### config.mk
export PLATFORM = sky130hd
export DESIGN_NAME = wptr_full
export DESIGN_NICKNAME = d
export VERILOG_FILES = /design/src/rtl/wptr_full.sv
export SDC_FILE = /design/constraint.sdc
export NUM_CORES = 1
export LEC_CHECK = 0
export BUFFER_PORTS_ARGS = -buffer_cell sky130_fd_sc_hd__buf_2
export CORE_UTILIZATION = 57
export CTS_BUF_LIST = sky130_fd_sc_hd__clkbuf_4 sky130_fd_sc_hd__clkbuf_8
export DETAILED_ROUTE_END_ITERATION = 10
export PLACE_DENSITY = 0.86
export SETUP_SLACK_MARGIN = 0.02
export SLEW_MARGIN = 20
export SYNTH_ARGS = -nofsm -noshare
export SYNTH_HDL_FRONTEND = slang
export SYNTH_SLANG_ARGS = --single-unit
### constraint.sdc
create_clock -name wclk -period 3.6 [get_ports wclk]
set_input_delay 0.36 -clock wclk [delete_from_list [all_inputs] [get_ports wclk]]
set_output_delay 0.36 -clock wclk [all_outputs]
set_load 0.01 [all_outputs]
### src/rtl/wptr_full.sv
// Write-side pointer and full/almost-full/level generator for the asynchronous FIFO.
// Optional sticky overflow flag enabled by defining WPTR_OVERFLOW_FLAG_EN.
module wptr_full #(
  parameter int unsigned address_width     = 4,
  parameter int unsigned almost_full_level = 14
) (
  input  logic                     wclk,
  input  logic                     wrst,
  input  logic                     winc,
  input  logic [address_width:0]   wq2_rptr,
  output logic [address_width-1:0] waddr,
  output logic [address_width:0]   wptr,
  output logic                     wfull,
  output logic                     wafull,
  output logic [address_width:0]   wlevel,
  output logic                     wovf
);

  localparam logic [address_width:0] AF_LEVEL = (address_width+1)'(almost_full_level);

  logic [address_width:0] wbin;
  logic [address_width:0] wbin_next;
  logic [address_width:0] wgray_next;
  logic [address_width:0] rbin_s;
  logic [address_width:0] rptr_full_match;
  logic [address_width:0] wlevel_next;
  logic                   wadv;
  logic                   wfull_next;
  logic                   wafull_next;

  assign wadv = winc & ~wfull;

  always_comb begin
    wbin_next  = wbin + {{address_width{1'b0}}, wadv};
    wgray_next = (wbin_next >> 1) ^ wbin_next;
  end

  // Each binary bit is the XOR of all Gray bits at and above it.
  always_comb begin
    rbin_s = '0;
    for (int unsigned j = 0; j <= address_width; j++)
      rbin_s[j] = ^(wq2_rptr >> j);
  end

  always_comb begin
    rptr_full_match = {~wq2_rptr[address_width:address_width-1], wq2_rptr[address_width-2:0]};
    wfull_next      = (wgray_next == rptr_full_match);
    wlevel_next     = wbin_next - rbin_s;
    wafull_next     = (wlevel_next >= AF_LEVEL);
  end

  always_ff @(posedge wclk or posedge wrst) begin
    if (wrst) begin
      wbin   <= '0;
      wptr   <= '0;
      wfull  <= 1'b0;
      wafull <= 1'b0;
      wlevel <= '0;
    end else begin
      wbin   <= wbin_next;
      wptr   <= wgray_next;
      wfull  <= wfull_next;
      wafull <= wafull_next;
      wlevel <= wlevel_next;
    end
  end

  assign waddr = wbin[address_width-1:0];

`ifdef WPTR_OVERFLOW_FLAG_EN
  always_ff @(posedge wclk or posedge wrst) begin
    if (wrst)
      wovf <= 1'b0;
    else if (winc && wfull)
      wovf <= 1'b1;
  end
`else
  assign wovf = 1'b0;
`endif

endmodule

# ---- Word level (Yosys, flattened, before mapping)
# Cells that the tools add are included.
dict set report classes {
  n_addsub 2
  magnitude_cmp 1
  n_eq_ne 1
  n_bitwise 4
  n_reduce_logical 5
}
# cell n
set ops {}
lappend ops {{$reduce_xor 5->1} 5}
lappend ops {{$add 5x1->5} 1}
lappend ops {{$eq 5x5->1} 1}
lappend ops {{$ge 5x4->1 const B} 1}
lappend ops {{$sub 5x5->5} 1}
lappend ops {{$xor 4x5->5} 1}
lappend ops {{$not 2->2} 1}
lappend ops {{$and 1x1->1} 1}
lappend ops {{$not 1->1} 1}
dict set report totals {
  regBits 17
  input_bits 8
  out_inout_bits 17
  word_cells 18
}

# ---- Depth between registers and ports, before layout
dict set report depth {
  depth_word 5
  depth_mapped 10
  depth_no_buf 10
}

# ---- Worst setup path before layout
# OpenSTA, ideal clock, no wires.
dict set report synth_path {
  path_type {input port to flip-flop}
  startpoint {in wq2_rptr[4]}
  endpoint {reg wafull}
  setup_ps 126
  t_arrival_ps 2412
  required_time_ps 3474
  path_slack_ps 1062
  cell_stages 10
  n_path_buf 0
  path_cell_list {xnor2_2 > xor2_2 > xor2_2 > xnor2_1 > ha_1 > fa_1 > nor2b_1 > nor3_1 > o211a_1 > a311o_1}
}
dict set report synth_between {
  elab_chain_len 3
  elab_cells_between_ends 7
  classes_between {1 x add/sub; 1 x order compare; 5 x reduce/logical}
}
# item line_no
set synth_rtl {}
lappend synth_rtl {{start: declaration} 10} ;# input logic [address_width:0] wq2_rptr,
lappend synth_rtl {{$reduce_xor 5->1} 42} ;# rbin_s[j] = ^(wq2_rptr >> j);
lappend synth_rtl {{$sub 5x5->5 *} 48} ;# wlevel_next = wbin_next - rbin_s;
lappend synth_rtl {{$ge 5x4->1 *} 49} ;# wafull_next = (wlevel_next >= AF_LEVEL);
lappend synth_rtl {{via wafull_next} 29} ;# logic wafull_next;
lappend synth_rtl {{end signal: assignment} 63} ;# wafull <= wafull_next;
lappend synth_rtl {{end: declaration} 14} ;# output logic wafull,
# The timed path passes the listed nets; every way through them passes the cells marked *.

# ---- Final worst setup path
dict set report layout_path {
  startpoint {reg wfull}
  endpoint {reg wafull}
}
dict set report layout_between {
  elab_chain_len 5
}
# item line_no
set layout_rtl {}
lappend layout_rtl {{start: declaration} 13} ;# output logic wfull,
lappend layout_rtl {{start signal: assignment} 62} ;# wfull <= wfull_next;
lappend layout_rtl {{$not 1->1} 31} ;# assign wadv = winc & ~wfull;
lappend layout_rtl {{$and 1x1->1} 31}
lappend layout_rtl {{$add 5x1->5} 34} ;# wbin_next = wbin + {{address_width{1'b0}}, wadv};
lappend layout_rtl {{via wbin_next[2]} 22} ;# logic [address_width:0] wbin_next;
lappend layout_rtl {{$sub 5x5->5} 48}
lappend layout_rtl {{$ge 5x4->1} 49}
lappend layout_rtl {{via wafull_next} 29}
# The timed path passes the listed nets, and every way through them passes these cells.

==> results.md <==
- Syn. warnings: 0
- Multi-input logic area: 464 um^2
- Most instantiated library cell after synthesis: dfrtp_1
- Final Hold Fails: 0
- Clock power frac: 10.5%
- Critical path depth: 9
- Post-Syn Nets: 89
- Leak Pwr: 0.000547 uW
- Total Wirelength: 1640 um
- CTS tree: built
- Antenna-violating nets left: 0
- # rows: 14
- DRC: 0
- Post-synth top area share: 43.8%
- Root Driver: clkbuf_4
- Worst reg2reg setup slack: 0.98 ns
- Die Span Y: 42.0 um
- Sw power: 486 uW
- HPWL after DPL: 1280 um
- Pin count of the biggest net entering global routing: 17
- Final setup vio count: 0
- Setup bufs post-CTS: 0
- RSZ-0062 raised after global routing: no
- Worst path cell trace: nor2b_1 -> ha_1 -> ha_1 -> xor2_1 -> ha_1 -> nor2b_1 -> nor3_1 -> a311oi_1 -> a311o_1
- DRT iter0 DRCs: 5
- Most instantiated cells after synthesis: dfrtp_1, xnor2_1, inv_1
- Io pins: 25
- Nets: 115
- Buf/Inv on CP: 0
- Final TNS setup: 0 ns
- Top FF cell, synth: dfrtp_1
- Fin crit period: 2.62 ns
- Netlist cell types: 27
- R2r startpoint: wfull
- Cell-internal power: 663 uW
- GRT Resource Usage Total: 21.4%
- Worst r2r path cells: 9
- Initial Util: 60.6%
- Initial antenna violation count: 0
- First-pass GRT wire length: 2690 um
- DR WL/cell: 14.1 um
- Sequential area share after synthesis: 43.8%
- Clock buffer depth: 2
- Post-synthesis register bit count: 16
- Num CTS Buffers: 3
- Clock Sinks: 16
- Gr ovfl total: 0
- Antenna cells: 0
- Max-slew headroom: 61.0%
- Number of flops mapped to enable cells by yosys: 0
- Via count: 615
- Worst Tran Pin Value: 0.585 ns
- Post-Place Cells: 112
- Post-CTS Resized: 0
- Pwr dens: 1080 nW/um^2
- Ranking of synthesized cells by area: dfrtp_1, xnor2_1, ha_1
- Reg power frac: 29.1%
- Area Overhead vs Synth: 16.7%
- Clk_lat worst skew: 0.29 ns
- Most frequent cell on the critical path: ha_1
- Status: complete, no violations
- Max-slew violation count: 0
- Hold Path Class: primary input to async pin
- IO Port Bufs: 23
- Filler Cells Inserted: 125
- Register Area: 400 um^2
- Gate Count Post-Synth: 75
- Yosys top cell by area: dfrtp_1
- Vias in the first global route: 617
- Max FO, Critical Path: 4
- CP max stage cell: dfrtp_1
- Worst EP required: 3.79 ns
- Hold_buf cts: 0
- GP Congestion: 0.780
- End of the worst register-to-register path: wafull
- Max-cap viol count: 0
- Via density: 5.30
- Critical path class: flip-flop to flip-flop
- CP top delay family: adder cells
- Finished Core Util: 70.8%
- Die area: 1770 um^2
- Fin crit share: 72.8%
- Crit. End Element: flip-flop
- Layout Cells excl Fill: 116
- Arr. time, crit path: 2.81 ns
- Switching Fraction: 42.3%
- Core ar.: 1510 um^2
- Worst IR drop on VDD: 0.542 mV
- Die width: 42.0 um
- Clock Skew: 0.00175 ns
- Ys async rst share: 100%
- Max Clk Rate: 382 MHz
- # H-tree levels: 1
- Logic pwr share: 60.5%
- Share of cells above drive strength 1: 33.0%
- Crit start category: flip-flop
- Post-place setup slack: 0.691 ns
- Final worst slack: 0.980 ns
- Drt pass-1 iters: 4
- Synth Cell Area: 913 um^2
- Worst-path clk slew: 0.09 ns
- Avg Cell Area, Syn: 12.2 um^2
- Crit-path max cell delay: 0.39 ns
==> metal layers <==
| metal | share of wire, % | wire [um] | track usage, % |
|---|---|---|---|
| met1 | 39 | 639 | 23.5 |
| met2 | 55 | 892 | 38.8 |
| met3 | 3.5 | 57 | 3.88 |
| met4 | 2.8 | 46 | 11.3 |
| met5 | 0 | 0 | 0 |
==> state kept, by name (all words and copies together) (netlist names) <==
name and cells:
wbin 5, wlevel 5, wptr 4, wafull 1
wfull 1
==> worst max-delay path by stage <==
stage,startpoint,endpoint,slack (ns)
2_1_floorplan,wq2_rptr[4],wafull,1.06
3_3_place_gp,wq2_rptr[4],wafull,0.78
3_5_place_dp,wq2_rptr[4],wafull,0.69
4_1_cts,wfull,wafull,0.99
5_1_grt,wfull,wafull,0.83
6_report,wfull,wafull,0.98
==> through the flow <==
step	power (uW)	area, um^2	hold WS [ns]
5_1_grt	1250	1070	0.166
3_5_place_dp	1030	1030	0.461
6_report	1150	1070	0.110
2_1_floorplan	854	913	0.274
3_3_place_gp	998	1030	0.437
4_1_cts	1160	1070	0.135
==> layout make-up <==
| cell class | instances | share of cell area, % |
|---|---|---|
| tap | 16 | 1.88 |
| clock buffer | 4 | 3.40 |
| sequential | 16 | 37.6 |
| inverter | 8 | 2.82 |
| multi-input combinational | 49 | 43.5 |
| timing repair buffer | 23 | 10.8 |
==> kinds of logic (layout without fill, tap and decap cells) <==
kind of cell / after synthesis / after routing / share of synthesized area (%)
AO/OA/AOI/OAI: 8 / 8 / 7.26
XOR/XNOR: 21 / 21 / 25.9
adder cells (fa/ha/maj): 6 / 6 / 9.04
buffers and inverters: 10 / 35 / 5.34
flip-flops: 16 / 16 / 43.8
other: 1 / 1 / 0.411
AND/OR/NAND/NOR: 13 / 13 / 8.22
==> power by group through the flow <==
stage / registers (uW) / logic, uW / clock network (uW)
6_report: 334 / 695 / 120
5_1_grt: 345 / 771 / 129
4_1_cts: 335 / 699 / 123
3_5_place_dp: 339 / 692 / 0
3_3_place_gp: 332 / 666 / 0
2_1_floorplan: 375 / 479 / 0
==> placed cells by master (no fill, tap or decap), types with 2 or more instances in the layout <==
| cell | Yosys | routed |
|---|---|---|
| o21ai_1 | 2 | 2 |
| nand2_1 | 2 | 2 |
| inv_1 | 8 | 8 |
| xor2_2 | 2 | 2 |
| xor2_1 | 7 | 7 |
| xnor2_1 | 9 | 9 |
| nor2b_1 | 2 | 2 |
| or3_1 | 2 | 2 |
| nand3_1 | 3 | 3 |
| buf_2 | 0 | 23 |
| dfrtp_1 | 16 | 16 |
| clkbuf_4 | 0 | 3 |
| ha_1 | 5 | 5 |
| or2_1 | 2 | 2 |
Power figures use the tool's default switching activity.
